`src/rtl/m68k_sdram_pkg.sv`:
```
`default_nettype none
// ============================================================================
// Module   : m68k_sdram_pkg
// Purpose  : Shared states, command encodings and timing defaults for the
//            68k cache-line SDRAM controller.
// Revision : 1.0 - initial release
// ============================================================================
package m68k_sdram_pkg;

  typedef enum logic [3:0] {
    ST_INIT_WAIT,
    ST_INIT_PRECHARGE,
    ST_INIT_REFRESH,
    ST_INIT_LOAD_MODE,
    ST_IDLE,
    ST_READ,
    ST_READ_BURST,
    ST_WRITE,
    ST_WRITE_RECOVER,
    ST_ACK
  } state_t;

  // {RAS_L, CAS_L, WE_L} with CS_L low
  localparam logic [2:0] c_CMD_NOP       = 3'b111;
  localparam logic [2:0] c_CMD_ACTIVE    = 3'b011;
  localparam logic [2:0] c_CMD_READ      = 3'b101;
  localparam logic [2:0] c_CMD_WRITE     = 3'b100;
  localparam logic [2:0] c_CMD_PRECHARGE = 3'b010;
  localparam logic [2:0] c_CMD_REFRESH   = 3'b001;
  localparam logic [2:0] c_CMD_LOADMODE  = 3'b000;

  // BL=8, sequential, CL=2, burst read / burst write
  localparam logic [12:0] c_MODE_REG = 13'b000_0_00_010_0_011;
  localparam logic [12:0] c_A10      = 13'h0400;
  localparam int unsigned c_BURST_LEN = 8;

  localparam int unsigned c_DEF_INIT_WAIT_CYCLES = 5000;
  localparam int unsigned c_DEF_REFRESH_INTERVAL = 375;
  localparam int unsigned c_DEF_T_RP             = 2;
  localparam int unsigned c_DEF_T_RFC            = 4;
  localparam int unsigned c_DEF_T_RCD            = 2;
  localparam int unsigned c_DEF_T_MRD            = 2;
  localparam int unsigned c_DEF_T_WRP            = 3;
  localparam int unsigned c_DEF_CAS_LATENCY      = 2;

  // Column address with A10 set so every access auto-precharges
  function automatic logic [12:0] col_addr(input logic [8:0] col);
    return {2'b00, 1'b1, 1'b0, col};
  endfunction

endpackage
`default_nettype wire

```
`src/rtl/m68k_sdram_controller_refresh_timer.sv`:
```
`default_nettype none
// ============================================================================
// Module   : sdram_refresh_timer
// Purpose  : Free-running refresh interval counter with a sticky request flag.
// Revision : 1.0 - initial release
// ============================================================================
module sdram_refresh_timer
  import m68k_sdram_pkg::*;
#(
  parameter int unsigned INTERVAL = c_DEF_REFRESH_INTERVAL
) (
  input  logic Clock,
  input  logic Reset_H,
  input  logic Enable_H,
  input  logic Clear_H,
  output logic Pending_H
);

  localparam int unsigned c_CNT_W = (INTERVAL > 1) ? $clog2(INTERVAL) : 1;
  localparam logic [c_CNT_W-1:0] c_LAST = c_CNT_W'(INTERVAL - 1);

  logic [c_CNT_W-1:0] r_count;
  logic               r_pending;
  logic               w_wrap;

  assign w_wrap = Enable_H && (r_count == c_LAST);

  // A wrap while already pending just keeps the single flag set
  always_ff @(posedge Clock or posedge Reset_H) begin
    if (Reset_H) begin
      r_count   <= '0;
      r_pending <= 1'b0;
    end else begin
      if (Enable_H)
        r_count <= w_wrap ? '0 : r_count + 1'b1;
      if (w_wrap)
        r_pending <= 1'b1;
      else if (Clear_H)
        r_pending <= 1'b0;
    end
  end

  assign Pending_H = r_pending;

endmodule
`default_nettype wire

```
`src/rtl/m68k_sdram_controller.sv`:
```
`default_nettype none
// ============================================================================
// Module   : m68k_sdram_controller
// Purpose  : Converts 68k cache bus cycles into SDRAM burst reads, masked
//            single writes, init and auto-refresh.
// Revision : 1.0 - initial release
// ============================================================================
module m68k_sdram_controller
  import m68k_sdram_pkg::*;
#(
  parameter int unsigned INIT_WAIT_CYCLES = c_DEF_INIT_WAIT_CYCLES,
  parameter int unsigned REFRESH_INTERVAL = c_DEF_REFRESH_INTERVAL,
  parameter int unsigned T_RP             = c_DEF_T_RP,
  parameter int unsigned T_RFC            = c_DEF_T_RFC,
  parameter int unsigned T_RCD            = c_DEF_T_RCD,
  parameter int unsigned T_MRD            = c_DEF_T_MRD,
  parameter int unsigned T_WRP            = c_DEF_T_WRP,
  parameter int unsigned CAS_LATENCY      = c_DEF_CAS_LATENCY
) (
  input  logic        Clock,
  input  logic        Reset_H,
  input  logic        DramSelect_L,
  input  logic        AS_L,
  input  logic        WE_L,
  input  logic        UDS_L,
  input  logic        LDS_L,
  input  logic [31:0] Address,
  input  logic [15:0] DataIn,
  output logic [15:0] DataOut,
  output logic        Dtack_L,
  output logic        SDram_CKE_H,
  output logic        SDram_CS_L,
  output logic        SDram_RAS_L,
  output logic        SDram_CAS_L,
  output logic        SDram_WE_L,
  output logic [12:0] SDram_Addr,
  output logic [1:0]  SDram_BA,
  output logic [1:0]  SDram_DQM,
  input  logic [15:0] SDram_DQ_In,
  output logic [15:0] SDram_DQ_Out,
  output logic        SDram_DQ_OE_H
);

  localparam int unsigned c_CNT_W = $clog2(INIT_WAIT_CYCLES + CAS_LATENCY + c_BURST_LEN + 1);

  state_t             r_state, w_state_next;
  logic [c_CNT_W-1:0] r_wait, w_wait_next;
  logic               r_cke;
  logic               r_cs_l, w_cs_l;
  logic [2:0]         r_cmd, w_cmd;
  logic [12:0]        r_addr, w_addr;
  logic [1:0]         r_ba, w_ba;
  logic [1:0]         r_dqm, w_dqm;
  logic               r_oe, w_oe;
  logic [15:0]        r_dq_out, w_dq_out;
  logic               r_dtack_l, w_dtack_l;
  logic               w_go, w_bus_req, w_refresh_pending, w_refresh_issue, w_timer_en;
  logic               w_unused_addr;

  assign w_unused_addr = &{1'b0, Address[31:25], Address[0]};
  assign w_go       = (r_wait == '0);
  assign w_bus_req  = !DramSelect_L && !AS_L;
  assign w_timer_en = !(r_state inside {ST_INIT_WAIT, ST_INIT_PRECHARGE,
                                        ST_INIT_REFRESH, ST_INIT_LOAD_MODE});

  sdram_refresh_timer #(
    .INTERVAL (REFRESH_INTERVAL)
  ) u_refresh_timer (
    .Clock     (Clock),
    .Reset_H   (Reset_H),
    .Enable_H  (w_timer_en),
    .Clear_H   (w_refresh_issue),
    .Pending_H (w_refresh_pending)
  );

  always_ff @(posedge Clock or posedge Reset_H) begin
    if (Reset_H) begin
      r_state   <= ST_INIT_WAIT;
      r_wait    <= c_CNT_W'(INIT_WAIT_CYCLES);
      r_cke     <= 1'b0;
      r_cs_l    <= 1'b1;
      r_cmd     <= c_CMD_NOP;
      r_addr    <= '0;
      r_ba      <= '0;
      r_dqm     <= 2'b11;
      r_oe      <= 1'b0;
      r_dq_out  <= '0;
      r_dtack_l <= 1'b1;
    end else begin
      r_state   <= w_state_next;
      r_wait    <= w_wait_next;
      r_cke     <= 1'b1;
      r_cs_l    <= w_cs_l;
      r_cmd     <= w_cmd;
      r_addr    <= w_addr;
      r_ba      <= w_ba;
      r_dqm     <= w_dqm;
      r_oe      <= w_oe;
      r_dq_out  <= w_dq_out;
      r_dtack_l <= w_dtack_l;
    end
  end

  // Every state idles on NOP while the shared wait counter drains, then acts
  always_comb begin
    w_state_next    = r_state;
    w_wait_next     = w_go ? '0 : r_wait - 1'b1;
    w_cs_l          = 1'b0;
    w_cmd           = c_CMD_NOP;
    w_addr          = '0;
    w_ba            = '0;
    w_dqm           = 2'b11;
    w_oe            = 1'b0;
    w_dq_out        = r_dq_out;
    w_dtack_l       = 1'b1;
    w_refresh_issue = 1'b0;
    case (r_state)
      ST_INIT_WAIT: if (w_go) begin
        w_cmd        = c_CMD_PRECHARGE;
        w_addr       = c_A10;
        w_wait_next  = c_CNT_W'(T_RP);
        w_state_next = ST_INIT_PRECHARGE;
      end
      ST_INIT_PRECHARGE: if (w_go) begin
        w_cmd        = c_CMD_REFRESH;
        w_wait_next  = c_CNT_W'(T_RFC);
        w_state_next = ST_INIT_REFRESH;
      end
      ST_INIT_REFRESH: if (w_go) begin
        w_cmd        = c_CMD_REFRESH;
        w_wait_next  = c_CNT_W'(T_RFC);
        w_state_next = ST_INIT_LOAD_MODE;
      end
      ST_INIT_LOAD_MODE: if (w_go) begin
        w_cmd        = c_CMD_LOADMODE;
        w_addr       = c_MODE_REG;
        w_wait_next  = c_CNT_W'(T_MRD);
        w_state_next = ST_IDLE;
      end
      ST_IDLE: if (w_go) begin
        if (w_refresh_pending) begin
          w_cmd           = c_CMD_REFRESH;
          w_wait_next     = c_CNT_W'(T_RFC);
          w_refresh_issue = 1'b1;
        end else if (w_bus_req) begin
          w_cmd        = c_CMD_ACTIVE;
          w_addr       = Address[22:10];
          w_ba         = Address[24:23];
          w_wait_next  = c_CNT_W'(T_RCD);
          w_state_next = WE_L ? ST_READ : ST_WRITE;
        end
      end
      ST_READ: if (w_go) begin
        w_cmd        = c_CMD_READ;
        w_addr       = col_addr(Address[9:1]);
        w_ba         = Address[24:23];
        w_dqm        = 2'b00;
        w_wait_next  = c_CNT_W'(CAS_LATENCY + c_BURST_LEN);
        w_state_next = ST_READ_BURST;
      end
      ST_WRITE: if (w_go) begin
        w_cmd        = c_CMD_WRITE;
        w_addr       = col_addr(Address[9:1]);
        w_ba         = Address[24:23];
        w_dqm        = {UDS_L, LDS_L};
        w_oe         = 1'b1;
        w_dq_out     = DataIn;
        w_wait_next  = c_CNT_W'(T_WRP);
        w_state_next = ST_WRITE_RECOVER;
      end
      ST_READ_BURST, ST_WRITE_RECOVER: begin
        if (!w_go && r_state == ST_READ_BURST)
          w_dqm = 2'b00;
        // A strobe already released skips the acknowledge entirely
        if (w_go) begin
          w_dtack_l    = !w_bus_req;
          w_state_next = w_bus_req ? ST_ACK : ST_IDLE;
        end
      end
      ST_ACK: begin
        w_dtack_l    = !w_bus_req;
        w_state_next = w_bus_req ? ST_ACK : ST_IDLE;
      end
      default: w_state_next = ST_INIT_WAIT;
    endcase
  end

  assign DataOut       = SDram_DQ_In;
  assign Dtack_L       = r_dtack_l;
  assign SDram_CKE_H   = r_cke;
  assign SDram_CS_L    = r_cs_l;
  assign SDram_RAS_L   = r_cmd[2];
  assign SDram_CAS_L   = r_cmd[1];
  assign SDram_WE_L    = r_cmd[0];
  assign SDram_Addr    = r_addr;
  assign SDram_BA      = r_ba;
  assign SDram_DQM     = r_dqm;
  assign SDram_DQ_Out  = r_dq_out;
  assign SDram_DQ_OE_H = r_oe;

endmodule
`default_nettype wire

```
`config.mk`:
```
export PLATFORM = sky130hd
export DESIGN_NAME = m68k_sdram_controller
export DESIGN_NICKNAME = d
export VERILOG_FILES = /design/src/rtl/m68k_sdram_pkg.sv /design/src/rtl/m68k_sdram_controller_refresh_timer.sv /design/src/rtl/m68k_sdram_controller.sv
export SDC_FILE = /design/constraint.sdc
export NUM_CORES = 1
export LEC_CHECK = 0
export CORE_MARGIN = 4
export CORE_UTILIZATION = 35
export CTS_CLUSTER_SIZE = 28
export DETAILED_ROUTE_END_ITERATION = 12
export GPL_TIMING_DRIVEN = 0
export PLACE_DENSITY = 0.69
export SETUP_SLACK_MARGIN = 0.1
export SLEW_MARGIN = 20
export SYNTH_ARGS = -nofsm -noshare
export SYNTH_HDL_FRONTEND = slang
export SYNTH_HIERARCHICAL = 1
export SYNTH_SLANG_ARGS = --single-unit
export TNS_END_PERCENT = 20
```
`constraint.sdc`:
```
create_clock -name Clock -period 1.8 [get_ports Clock]
set_input_delay 0.45 -clock Clock [delete_from_list [all_inputs] [get_ports Clock]]
set_output_delay 0.45 -clock Clock [all_outputs]
set_load 0.1 [all_outputs]
```
# [After elaboration in Yosys (flattened, before gate mapping)]
# Index checks and enable logic that the tools add are counted.
[totals] reg_bits=67 input_bits=71 out_inout_bits=56 word_cells=110
[op_classes] n_addsub=2 eq_ne=20 muxes=57 reduce_logical=18
[op_table] op="13-bit two-way mux" count=11
[op_table] op="13-bit one-hot mux with 5 select lines" count=1
[op_table] op="13-bit one-hot mux with 4 select lines" count=1
[op_table] op="4-bit two-way mux" count=11
[op_table] op="4-bit one-hot mux with 9 select lines" count=1
[op_table] op="11-bit two-way mux" count=2
[op_table] op="2-bit two-way mux" count=10
[op_table] op="2-bit != test, second input constant" count=10
[op_table] op="3-bit two-way mux" count=6
[op_table] op="3-bit one-hot mux with 6 select lines" count=1
[op_table] op="4-bit by 3-bit equality test with 1-bit output, second input constant" count=4
[op_table] op="13-bit zero test" count=1
[op_table] op="13-bit by 1-bit subtractor with 13-bit output, second input constant" count=1
[op_table] op="10-bit AND reduction" count=1
[op_table] op="9-bit by 1-bit adder with 9-bit output, second input constant" count=1
[op_table] op="9-bit equality test, second input constant" count=1
[op_table] op="9-bit two-way mux" count=1
[op_table] op="4-bit by 2-bit equality test with 1-bit output, second input constant" count=2
[op_table] op="4-bit equality test, second input constant" count=2
[op_table] op="1-bit two-way mux" count=8
[op_table] op="2-bit OR reduction" count=4
[op_table] op="6-bit two-way mux" count=1
[op_table] op="2-bit one-hot mux with 3 select lines" count=1
[op_table] op="1-bit zero test" count=5
[op_table] op="other kinds (8)" count=10

# [Longest topological paths before layout]
[logic_depth] ltp_word=6 mapped_depth=8 depth_no_buf=6

# [Hierarchy]
# The synthesis kept the hierarchy.
[by_module_without_submodules] module="m68k_sdram_controller" instances=1 cells_per_inst=256 area_each_um2=2753.9 seq_area_each_um2=1441.4
[by_module_without_submodules] module="sdram_refresh_timer" instances=1 cells_per_inst=55 area_each_um2=538.0 seq_area_each_um2=250.2

# [Worst setup path after synthesis]
# Ideal clock, no wire load.
[synth_path] kind="register -> register" startpoint="reg r_wait[0]" endpoint="reg r_dq_out[10] (netlist: SDram_DQ_Out[10])" setup_time_ns=0.125 arrival_time_ns=1.827 required_ns=1.675 path_slack_ns=-0.153 stages_incl_launch_ff=8 n_path_buf=1 period_less_slack_ns=1.953 cell_sequence="dfrtp_1 -> inv_1 -> ha_1 -> nor4b_2 -> and4_4 -> nand4_4 -> buf_6 -> mux2_4"
[synth_between] elab_chain_cells=2
[synth_rtl] element="start: declaration" line_no="m68k_sdram_controller.sv:47" rtl="logic [c_CNT_W-1:0] r_wait, w_wait_next;"
[synth_rtl] element="start signal: assignment" line_no="m68k_sdram_controller.sv:79" rtl="r_wait <= c_CNT_W'(INIT_WAIT_CYCLES);"
[synth_rtl] element="start signal: assignment" line_no="m68k_sdram_controller.sv:91" rtl="r_wait <= w_wait_next;"
[synth_rtl] element="13-bit zero test" line_no="m68k_sdram_controller.sv:61" rtl="assign w_go = (r_wait == '0);"
[synth_rtl] element="2-bit AND reduction (no source line)"
[synth_rtl] element="end signal: assignment" line_no="m68k_sdram_controller.sv:99" rtl="r_dq_out <= w_dq_out;"
[synth_rtl] element="end: declaration" line_no="m68k_sdram_controller.sv:55" rtl="logic [15:0] r_dq_out, w_dq_out;"
# No other way between the ends.
# A chain may end at the register's enable or synchronous reset.

# [Worst setup path in the final report]
# Same ends and word-level chain as after synthesis.

==> impl_metrics.yaml <==
setup_path:
  start_kind: "flip-flop"
  r2r-end: "SDram_DQ_Out[10]"
  cp-end-kind: "flip-flop"
  arrival_ns: 2.17
  regToRegSetupSlack_ns: -0.14
  cp_max_fo: 4
  reg2reg_depth: 7
  r2r_start: "r_wait[0]"
  crit_type: "flip-flop to flip-flop"
  cp.required_ns: 2.03
power_and_ir_drop:
  pwr-share-seq_pct: 41.4
  finalPower_mw: 5.11
  intPower_mw: 3.17
  pwr-share-comb_pct: 33.7
  ir_drop_mv: 0.380
  power_density_mw_per_mm2: 1040
  net-switching-power_mw: 1.95
  clkPwrFrac_pct: 24.8
  switching_share_pct: 38.1
  p_leak_nw: 2.19
timing:
  setup_slack_ns: -0.142
  min_period_ns: 1.94
  rsz0062_at_grt: "true"
  finalSetupViolCount: 17
  worstMarginPinSlew_ns: 0.601
  finClkSkew_ns: 0.00863
  timing.slew.headroom_pct: 59.8
  fin_crit_sh_pct: 108
  hold_ws_ns: 0.476
  slew_viol_final: 0
  hold_viol_final: 0
  max_freq_ghz: 0.515
floorplan:
  die_area_mm2: 0.0110
  core_region_area_mm2: 0.00920
  die_w_um: 105
  dieHeight_um: 105
  ios: 127
  rows: 35
  start_util_pct: 35.8
detailed_routing:
  route.detailed.wl_per_inst_um: 15.7
  drtIter0Drc: 95
  ant_nets: 0
  wl_um: 8670
  drc: 0
  vias_per_cell: 5.11
  vias: 2818
  firstDrtPassIters: 4
finish:
  syn_to_final_growth_pct: 49.4
  diodes: 0
  register_area_mm2: 0.00169
  nFillCells: 813
  nNetsFinal: 511
  multi_input_area_mm2: 0.00155
  drive_above_1_share_pct: 43.3
logic_synthesis:
  synth-seq-cells: 67
  ys_warn_count: 6
  yosys-top-cells-area: "dfrtp_1, dfstp_2, mux2_2"
  netlist.area_leader.share_pct: 41.8
  synthArstFlopShare_pct: 100
  syn_nets: 386
  synth_area_mm2: 0.00329
  synth.avg_cell_area_um2: 10.6
  synth_edf_count: 0
  synthCells: 311
  ys.flop_type: "dfrtp_1"
  synth.largest_area_cell: "dfrtp_1"
  ys_seq_area_share_pct: 51.4
  synth_cell_types: 54
clocking:
  cts_buffers: 9
  cts_sinks: 67
  cts_buffer_depth: 2
  cts_root_buffer: "clkbuf_8"
  cts_tree: "done"
  ctsHoldBuffers: 0
  h-tree-depth: 3
  clkTransAtPathRegs_ns: 0.07
  clock_latency_ns: 0.34
global_routing:
  use_met2_pct: 24.5
  grt_pass1_vias: 2785
  globalRouteTotalUtil_pct: 15.2
  grtUsageMet1_pct: 19.2
  grt_use_met3_pct: 5.06
  grt_pass1_wl_um: 13500
  grt_overflow: 0
  grt_start_max_net_pins: 31
  top_usage_layer: "met2"
  antenna_found_initial: 0
placed_design:
  io_buffers: 102
  gp_congestion: 0.885
  dpl.hpwl_um: 5930
job:
  max_cap_viol_count: 0
min_path:
  hold_path.class: "input port to asynchronous set/reset pin"
status:
  status: "finished with violations"
  violations: "negative setup slack"
==> worst max-delay path by stage <==
stage	from	end	slack [ns]	cells after the start
floorplan	r_wait[0]	SDram_DQ_Out[10]	-0.11	7
global placement	AS_L	SDram_Addr[9]	-0.44	7
detailed placement	AS_L	SDram_Addr[7]	-0.44	7
CTS	r_wait[0]	SDram_DQ_Out[12]	-0.16	7
global route	r_wait[0]	SDram_DQ_Out[15]	-0.21	7
finish	r_wait[0]	SDram_DQ_Out[10]	-0.14	7
==> what timing repair did <==
item,4_1_cts,5_1_grt
cloned,1,1
endpoints found under the hold margin,0,0
setup buffers,6,4
setup endpoints to repair,117,89
pin swaps,1,15
gates resized for setup,220,88
==> synthesized netlist by cell type, drive strengths merged, types with 2 or more instances <==
library cell	n
a211oi	4
a21o	3
a21oi	13
a22oi	7
a31oi	8
a41oi	2
and2	3
and3	5
and4	3
buf	20
clkbuf	14
conb	2
dfrtp	55
dfstp	12
ha	4
inv	12
mux2	19
mux2i	4
nand2	26
nand2b	2
nand3	7
nand3b	2
nand4	6
nor2	25
nor3	7
nor4	4
o2111a	2
o21ai	13
o31ai	2
or3	3
or3b	2
or4	2
xnor2	3
xor2	4
==> flip-flops by register name, summed over array words and instances (netlist names) <==
name	count
u_refresh_timer/r_count	9
SDram_DQM	2
SDram_DQ_OE_H	1
Dtack_L	1
SDram_DQ_Out	16
r_wait	13
r_cmd	3
SDram_BA	2
r_state	4
SDram_CKE_H	1
SDram_CS_L	1
SDram_Addr	13
u_refresh_timer/Pending_H	1
==> worst max-delay path: stages, from the launching register on <==
cell and delay [ns]:
dfrtp_1 0.41, inv_2 0.09, ha_4 0.13, nor4b_4 0.22, and4_4 0.30, nand4_4 0.17, clkbuf_16 0.22, mux2_4 0.29
==> stage by stage <==
step	setup TNS, ns	setup WS [ns]	util [%]	area (µm²)	instances
3_3_place_gp	-23.28	-0.442	48.5	4460	524
3_5_place_dp	-21.47	-0.442	48.8	4480	525
2_1_floorplan	-0.845	-0.106	-	3300	311
4_1_cts	-3.27	-0.165	52.2	4800	548
5_1_grt	-4.34	-0.207	53.5	4920	552
6_report	-1.82	-0.142	53.5	4920	552
==> kinds of logic after synthesis <==
logic type | Yosys count | synth area share, %
AOI/OAI and AO/OA | 61 | 12.0
buffers and inverters | 46 | 7.45
xor gates and xnor gates | 7 | 1.86
adders and majority gates | 4 | 1.52
other | 2 | 0.228
and+or+nand+nor | 101 | 16.9
DFF | 67 | 51.4
muxes | 23 | 8.63
==> area by class of cell <==
cell class / count / share of cell area, %
Tap cell: 111 / 2.82
Clock buffer: 12 / 3.15
Timing Repair Buffer: 115 / 20.9
Buffer: 33 / 5.32
Multi-Input combinational cell: 198 / 31.4
Inverter: 12 / 0.992
Sequential cell: 67 / 34.4
Clock inverter: 4 / 0.992
==> power by group through the flow <==
stage	sequential, mW	combinational, mW	clock, mW
final	2.12	1.72	1.27
after global routing	2.16	1.88	1.38
after CTS	2.08	1.62	1.30
after detailed placement	2.09	1.59	0
after global placement	2.08	1.55	0
after floorplan	2.26	0.977	0
==> layout by cell type, fill, tap and decap left out, types with 7 or more instances in the layout <==
cell type,instances
mux2_2,11
dfrtp_1,54
clkdlybuf4s50_1,46
o21ai_0,8
buf_2,20
inv_1,9
nor2_1,14
a21oi_1,13
mux2_4,8
a31oi_1,7
clkbuf_8,13
nand2_1,26
nor2_4,8
buf_4,48
dfstp_2,12
clkdlybuf4s18_2,12
==> metal layers <==
layer  wire [µm]  vias to the layer above  part of all wire (%)
met5           0                        -                     0
met4         174                        0                   2.0
met3         693                       17                   8.0
met2        4280                      131                    49
met1        3530                     1341                    41
li1            -                     1329                     -
No activity file was read; power rests on OpenSTA's default activity.
